<file path="src/rtl/frame2xgmii_tx.sv">
// Encodes a 64-bit byte-stream frame interface into XGMII TX words: start word,
// data, terminate, minimum inter-frame gap and underrun error signalling.
module frame2xgmii_tx #(
    parameter int IFG_WORDS = 2
) (
    input  logic        xgmii_clk,
    input  logic        sys_rst_n,
    input  logic [63:0] s_tdata,
    input  logic [7:0]  s_tkeep,
    input  logic        s_tlast,
    input  logic        s_tvalid,
    output logic        s_tready,
    output logic [7:0]  xgmii_txc,
    output logic [63:0] xgmii_txd,
    output logic [31:0] tx_frames,
    output logic [15:0] tx_underruns,
    output logic        busy
);
    localparam logic [63:0] IDLE_TXD  = 64'h0707070707070707;
    localparam logic [63:0] START_TXD = 64'hd5555555555555fb;
    localparam logic [63:0] ERROR_TXD = 64'hfefefefefefefefe;
    localparam logic [63:0] TERM_TXD  = 64'h07070707070707fd;
    localparam int CW = (IFG_WORDS > 1) ? $clog2(IFG_WORDS) : 1;

    typedef enum logic [2:0] {IDLE, DATA, TERM, IFG, DRAIN} state_t;

    state_t        state;
    state_t        next_state;
    logic [CW-1:0] ifg_cnt;
    logic [CW-1:0] next_ifg_cnt;
    logic [7:0]    next_txc;
    logic [63:0]   next_txd;
    logic          inc_frames;
    logic          inc_underruns;
    logic [3:0]    keep_len;
    logic [7:0]    term_txc;
    logic [63:0]   term_txd;

    assign s_tready = (state == DATA) || (state == DRAIN);
    assign busy     = (state != IDLE);

    // Length of the leading run of ones in tkeep; bits above the first zero are ignored.
    always_comb begin
        keep_len = 4'd0;
        for (int i = 0; i < 8; i++) begin
            if (s_tkeep[i] && (keep_len == 4'(i))) begin
                keep_len = 4'(i + 1);
            end
        end
    end

    always_comb begin
        term_txc = 8'h00;
        term_txd = IDLE_TXD;
        for (int i = 0; i < 8; i++) begin
            if (4'(i) < keep_len) begin
                term_txd[8*i +: 8] = s_tdata[8*i +: 8];
            end else begin
                term_txc[i] = 1'b1;
                if (4'(i) == keep_len) begin
                    term_txd[8*i +: 8] = 8'hfd;
                end
            end
        end
    end

    always_comb begin
        next_state    = state;
        next_ifg_cnt  = ifg_cnt;
        next_txc      = 8'hff;
        next_txd      = IDLE_TXD;
        inc_frames    = 1'b0;
        inc_underruns = 1'b0;
        unique case (state)
            IDLE: begin
                if (s_tvalid) begin
                    next_txc   = 8'h01;
                    next_txd   = START_TXD;
                    next_state = DATA;
                end
            end
            DATA: begin
                if (!s_tvalid) begin
                    next_txd      = ERROR_TXD;
                    inc_underruns = 1'b1;
                    next_state    = DRAIN;
                end else if (s_tlast && (keep_len != 4'd8)) begin
                    next_txc     = term_txc;
                    next_txd     = term_txd;
                    inc_frames   = 1'b1;
                    next_ifg_cnt = '0;
                    next_state   = IFG;
                end else begin
                    next_txc = 8'h00;
                    next_txd = s_tdata;
                    if (s_tlast) begin
                        next_state = TERM;
                    end
                end
            end
            TERM: begin
                next_txd     = TERM_TXD;
                inc_frames   = 1'b1;
                next_ifg_cnt = '0;
                next_state   = IFG;
            end
            IFG: begin
                if (ifg_cnt == CW'(IFG_WORDS - 1)) begin
                    next_state = IDLE;
                end else begin
                    next_ifg_cnt = ifg_cnt + CW'(1);
                end
            end
            DRAIN: begin
                // Beats are accepted and discarded until the end of the broken frame.
                if (s_tvalid && s_tlast) begin
                    next_ifg_cnt = '0;
                    next_state   = IFG;
                end
            end
            default: next_state = IDLE;
        endcase
    end

    always_ff @(posedge xgmii_clk) begin
        if (!sys_rst_n) begin
            state        <= IDLE;
            ifg_cnt      <= '0;
            xgmii_txc    <= 8'hff;
            xgmii_txd    <= IDLE_TXD;
            tx_frames    <= '0;
            tx_underruns <= '0;
        end else begin
            state     <= next_state;
            ifg_cnt   <= next_ifg_cnt;
            xgmii_txc <= next_txc;
            xgmii_txd <= next_txd;
            if (inc_frames) begin
                tx_frames <= tx_frames + 32'd1;
            end
            if (inc_underruns) begin
                tx_underruns <= tx_underruns + 16'd1;
            end
        end
    end
endmodule

</file>
<file path="config.mk">
export PLATFORM = sky130hd
export DESIGN_NAME = frame2xgmii_tx
export DESIGN_NICKNAME = d
export VERILOG_FILES = /design/src/rtl/frame2xgmii_tx.sv
export SDC_FILE = /design/constraint.sdc
export NUM_CORES = 1
export LEC_CHECK = 0
export ABC_AREA = 1
export CAP_MARGIN = 20
export CORE_UTILIZATION = 46
export DETAILED_ROUTE_END_ITERATION = 7
export GPL_ROUTABILITY_DRIVEN = 0
export GPL_TIMING_DRIVEN = 0
export PLACE_DENSITY = 0.81
export SLEW_MARGIN = 20
export SYNTH_ARGS = -nofsm -noshare
export SYNTH_HDL_FRONTEND = slang
export SYNTH_SLANG_ARGS = --single-unit
</file>
<file path="constraint.sdc">
create_clock -name xgmii_clk -period 2.45 [get_ports xgmii_clk]
set_clock_uncertainty 0.1 [all_clocks]
set_input_delay 0.49 -clock xgmii_clk [delete_from_list [all_inputs] [get_ports xgmii_clk]]
set_output_delay 0.49 -clock xgmii_clk [all_outputs]
set_load 0.05 [all_outputs]
</file>
==> results.tsv <==
stage	metric	value	unit
floorplanning	Starting Density	47.4	%
cts	Clock Latency Late Sink	420	ps
cts	H-tree levels	4	
power	Clk pwr share	32.0	%
cts	Setup Fix Bufs, Post-CTS	0	
sta	setup TNS	0	ps
place	placed cells	1154	
power	Sw Share	38.6	%
hold_path	worst hold path depth	4	
yosys	Post-Synthesis Cells	812	
critical_path	CP arrival	1780	ps
power	peak supply drop	763	uV
power	Flop pwr share	28.8	%
yosys	syn_area_per_cell	7.01	um^2
yosys	Post-synth ARST share	0	%
yosys	most numerous cell in the Yosys netlist	nand2_1	
power	logic gate share of total power	39.2	%
critical_path	Max FO, Critical Path	9	
critical_path	R2R cell count	10	
routing	vias per cell	5.06	
routing	drt first-iter violations	441	
yosys	register area share after synthesis	43.6	%
sta	fin crit share	96.6	%
finish	nets@finish	1104	
power	Net Sw Power	3340	uW
yosys	number of synthesized flops with an enable pin	0	
power	Internal	5310	uW
sta	RSZ-0062 raised after global routing	true	
finish	area delta synth->final	49.2	%
sta	Fin Hold WS	392	ps
hold_path	Hold EP	xgmii_txd[42]$_SDFF_PN1_	
yosys	synth top area cells	dfxtp_1 44%, nand2_1 17%, a21oi_1 6.6%	
sta	crit path time final	2370	ps
hold_path	Worst Hold Launch	s_tvalid	
critical_path	Reg2Reg Setup Slack	360	ps
floorplanning	Core Area	0.0120	mm^2
critical_path	WS Path Type	flip-flop to output port	
floorplanning	full die area	0.0128	mm^2
power	overall power	8640	uW
routing	Detailed Routing Iterations Pass 1	6	
finish	post-layout util	70.7	%
power	LEAKAGE	0.00352	uW
yosys	Yosys top cell by area	dfxtp_1	
cts	clock transition at the registers of the reported paths	50	ps
cts	CTS Sinks	124	
yosys	synthesized area	0.00569	mm^2
yosys	Synth Flop Type	dfxtp_1	
global_route	antenna violations before repair	0	
global_route	grt total ovfl	0	
sta	final hold vios	0	
place	dpl hpwl	13.2	mm
sta	fmax	422	MHz
sta	Slew Viols, Final	0	
run	max-cap viol count	0	
critical_path	CP required	1860	ps
sta	Slew headroom	59.1	%
finish	Antenna Cells	0	
yosys	Synth cell types	37	
place	PortBufs	195	
routing	antenna-violating nets left	0	
critical_path	reg2reg end	tx_underruns[13]$_SDFFE_PN0P_	
global_route	GRT Util Overall	28.0	%
yosys	synthesized flop and latch total	124	
critical_path	Setup crit end kind	output port	
cts	root buf cell	clkbuf_16	
global_route	vias in the first global route	5569	
finish	fillcell total	976	
yosys	YS warnings	0	
floorplanning	I/O pin count	198	
routing	WL final	17.6	mm
critical_path	Setup crit start kind	flip-flop	
finish	share of cells above drive strength 1	6.16	%
routing	post-DR wirelength/cell	14.8	um
global_route	pin count of the biggest net entering global routing	17	
sta	worst-margin pin slew	613	ps
yosys	syn nets	890	
yosys	top-area cell type share of the netlist area	43.6	%
cts	Longest Clk Path Bufs	2	
floorplanning	die width	113	um
global_route	first-pass GRT wire length	27.7	mm
critical_path	R2R Path Start	state[0]$_SDFFE_PN0P_	
cts	CTS buffer count	17	
run_status	status	completed	
hold_path	HP Class	input pin to flip-flop	
cts	CTS tree	yes	
floorplanning	die height	113	um
sta	final setup fails	0	
routing	total number of vias	6004	
routing	# DRC	0	
power	power density over cell area	1020	mW/mm^2
yosys	Post-synth top cells	251 x nand2_1, 124 x dfxtp_1, 88 x inv_1	
floorplanning	Rows	40	
finish	Final Non-Filler Cells	1186	
placed cells by master, fill, tap and decap left out, drive strengths merged:
cell type / n
ha: 2
xnor2: 8
o21ai: 33
a31oi: 2
a21oi: 78
o31ai: 1
inv: 91
o21a: 5
nand3: 36
nand4: 11
dlygate4sd2: 1
nor4: 1
clkbuf: 43
nor3: 21
dlymetal6s2s: 1
clkdlybuf4s50: 192
o211ai: 5
nor2: 85
bufinv: 4
buf: 12
xor2: 19
a211oi: 1
or2: 2
nand2: 258
a41oi: 1
dfxtp: 124
clkinv: 2
registers in the layout (all words and copies together), names as in the netlist:
| name | count |
|---|---|
| xgmii_txd | 64 |
| tx_underruns | 16 |
| ifg_cnt | 1 |
| state | 3 |
| tx_frames | 32 |
| xgmii_txc | 8 |
power by group through the flow:
stage          registers (uW)  clock network [uW]  logic [uW]
2_1_floorplan            3700                   0        1030
4_1_cts                  2490                2790        3370
3_5_place_dp             2530                   0        3380
6_report                 2490                2770        3390
5_1_grt                  2520                2880        3570
3_3_place_gp             2510                   0        3360
timing repair:
action	in CTS	in global routing
hold buffers	0	0
setup endpoints to repair	2	6
resized for setup	7	5
metal layers:
| layer | vias up | GRT usage [%] | part of all wire, % |
|---|---|---|---|
| li1 | 3004 | - | - |
| met1 | 2711 | 35.5 | 44 |
| met2 | 256 | 45.5 | 46 |
| met3 | 33 | 7.12 | 7.1 |
| met4 | 0 | 11.1 | 2.5 |
| met5 | - | 0 | 0 |
worst max-delay path, stage by stage, from the launching register on:
cell	delay (ps)
dfxtp_1	400
inv_1	110
nor2_4	240
inv_1	180
o21ai_0	170
buf_4	270
per-stage QoR:
stage,setup slack [ps],instance area (um^2)
floorplan,216,5690
global placement,-260,7830
detailed placement,-215,7830
CTS,45.0,8480
global route,-20.6,8490
finish,82.8,8490
final cells by class:
class / instances / area (um^2) / share of cell area (%)
Inverter: 92 / 353 / 4.15
Clock buffer: 27 / 533 / 6.28
Buffer: 27 / 151 / 1.78
Timing Repair Buffer: 195 / 1950 / 23.0
Tap cell: 147 / 184 / 2.17
Sequential cell: 124 / 2480 / 29.2
Clock inverter: 5 / 125 / 1.47
Multi-Input combinational cell: 569 / 2710 / 31.9
worst max-delay path by stage:
stage               cells after the start  slack, ps                        to                  start
global route                            5        -20                  s_tready  state[0]$_SDFFE_PN0P_
floorplan                               6        220      ifg_cnt$_SDFFE_PN0P_  state[0]$_SDFFE_PN0P_
global placement                       13       -260  xgmii_txd[29]$_SDFF_PN0_             s_tkeep[2]
CTS                                     5         40                  s_tready  state[0]$_SDFFE_PN0P_
detailed placement                      9       -210   xgmii_txc[1]$_SDFF_PN1_                s_tlast
finish                                  5         80                  s_tready  state[0]$_SDFFE_PN0P_
logic make-up after synthesis:
logic type | share of synthesized area [%]
AND/OR/NAND/NOR | 31.0
flip-flops | 43.6
XOR/XNOR | 4.16
buffers and inverters | 8.86
AO/OA/AOI/OAI | 11.9
adder cells (fa/ha/maj) | 0.440
No activity file was read; power rests on OpenSTA's default activity.
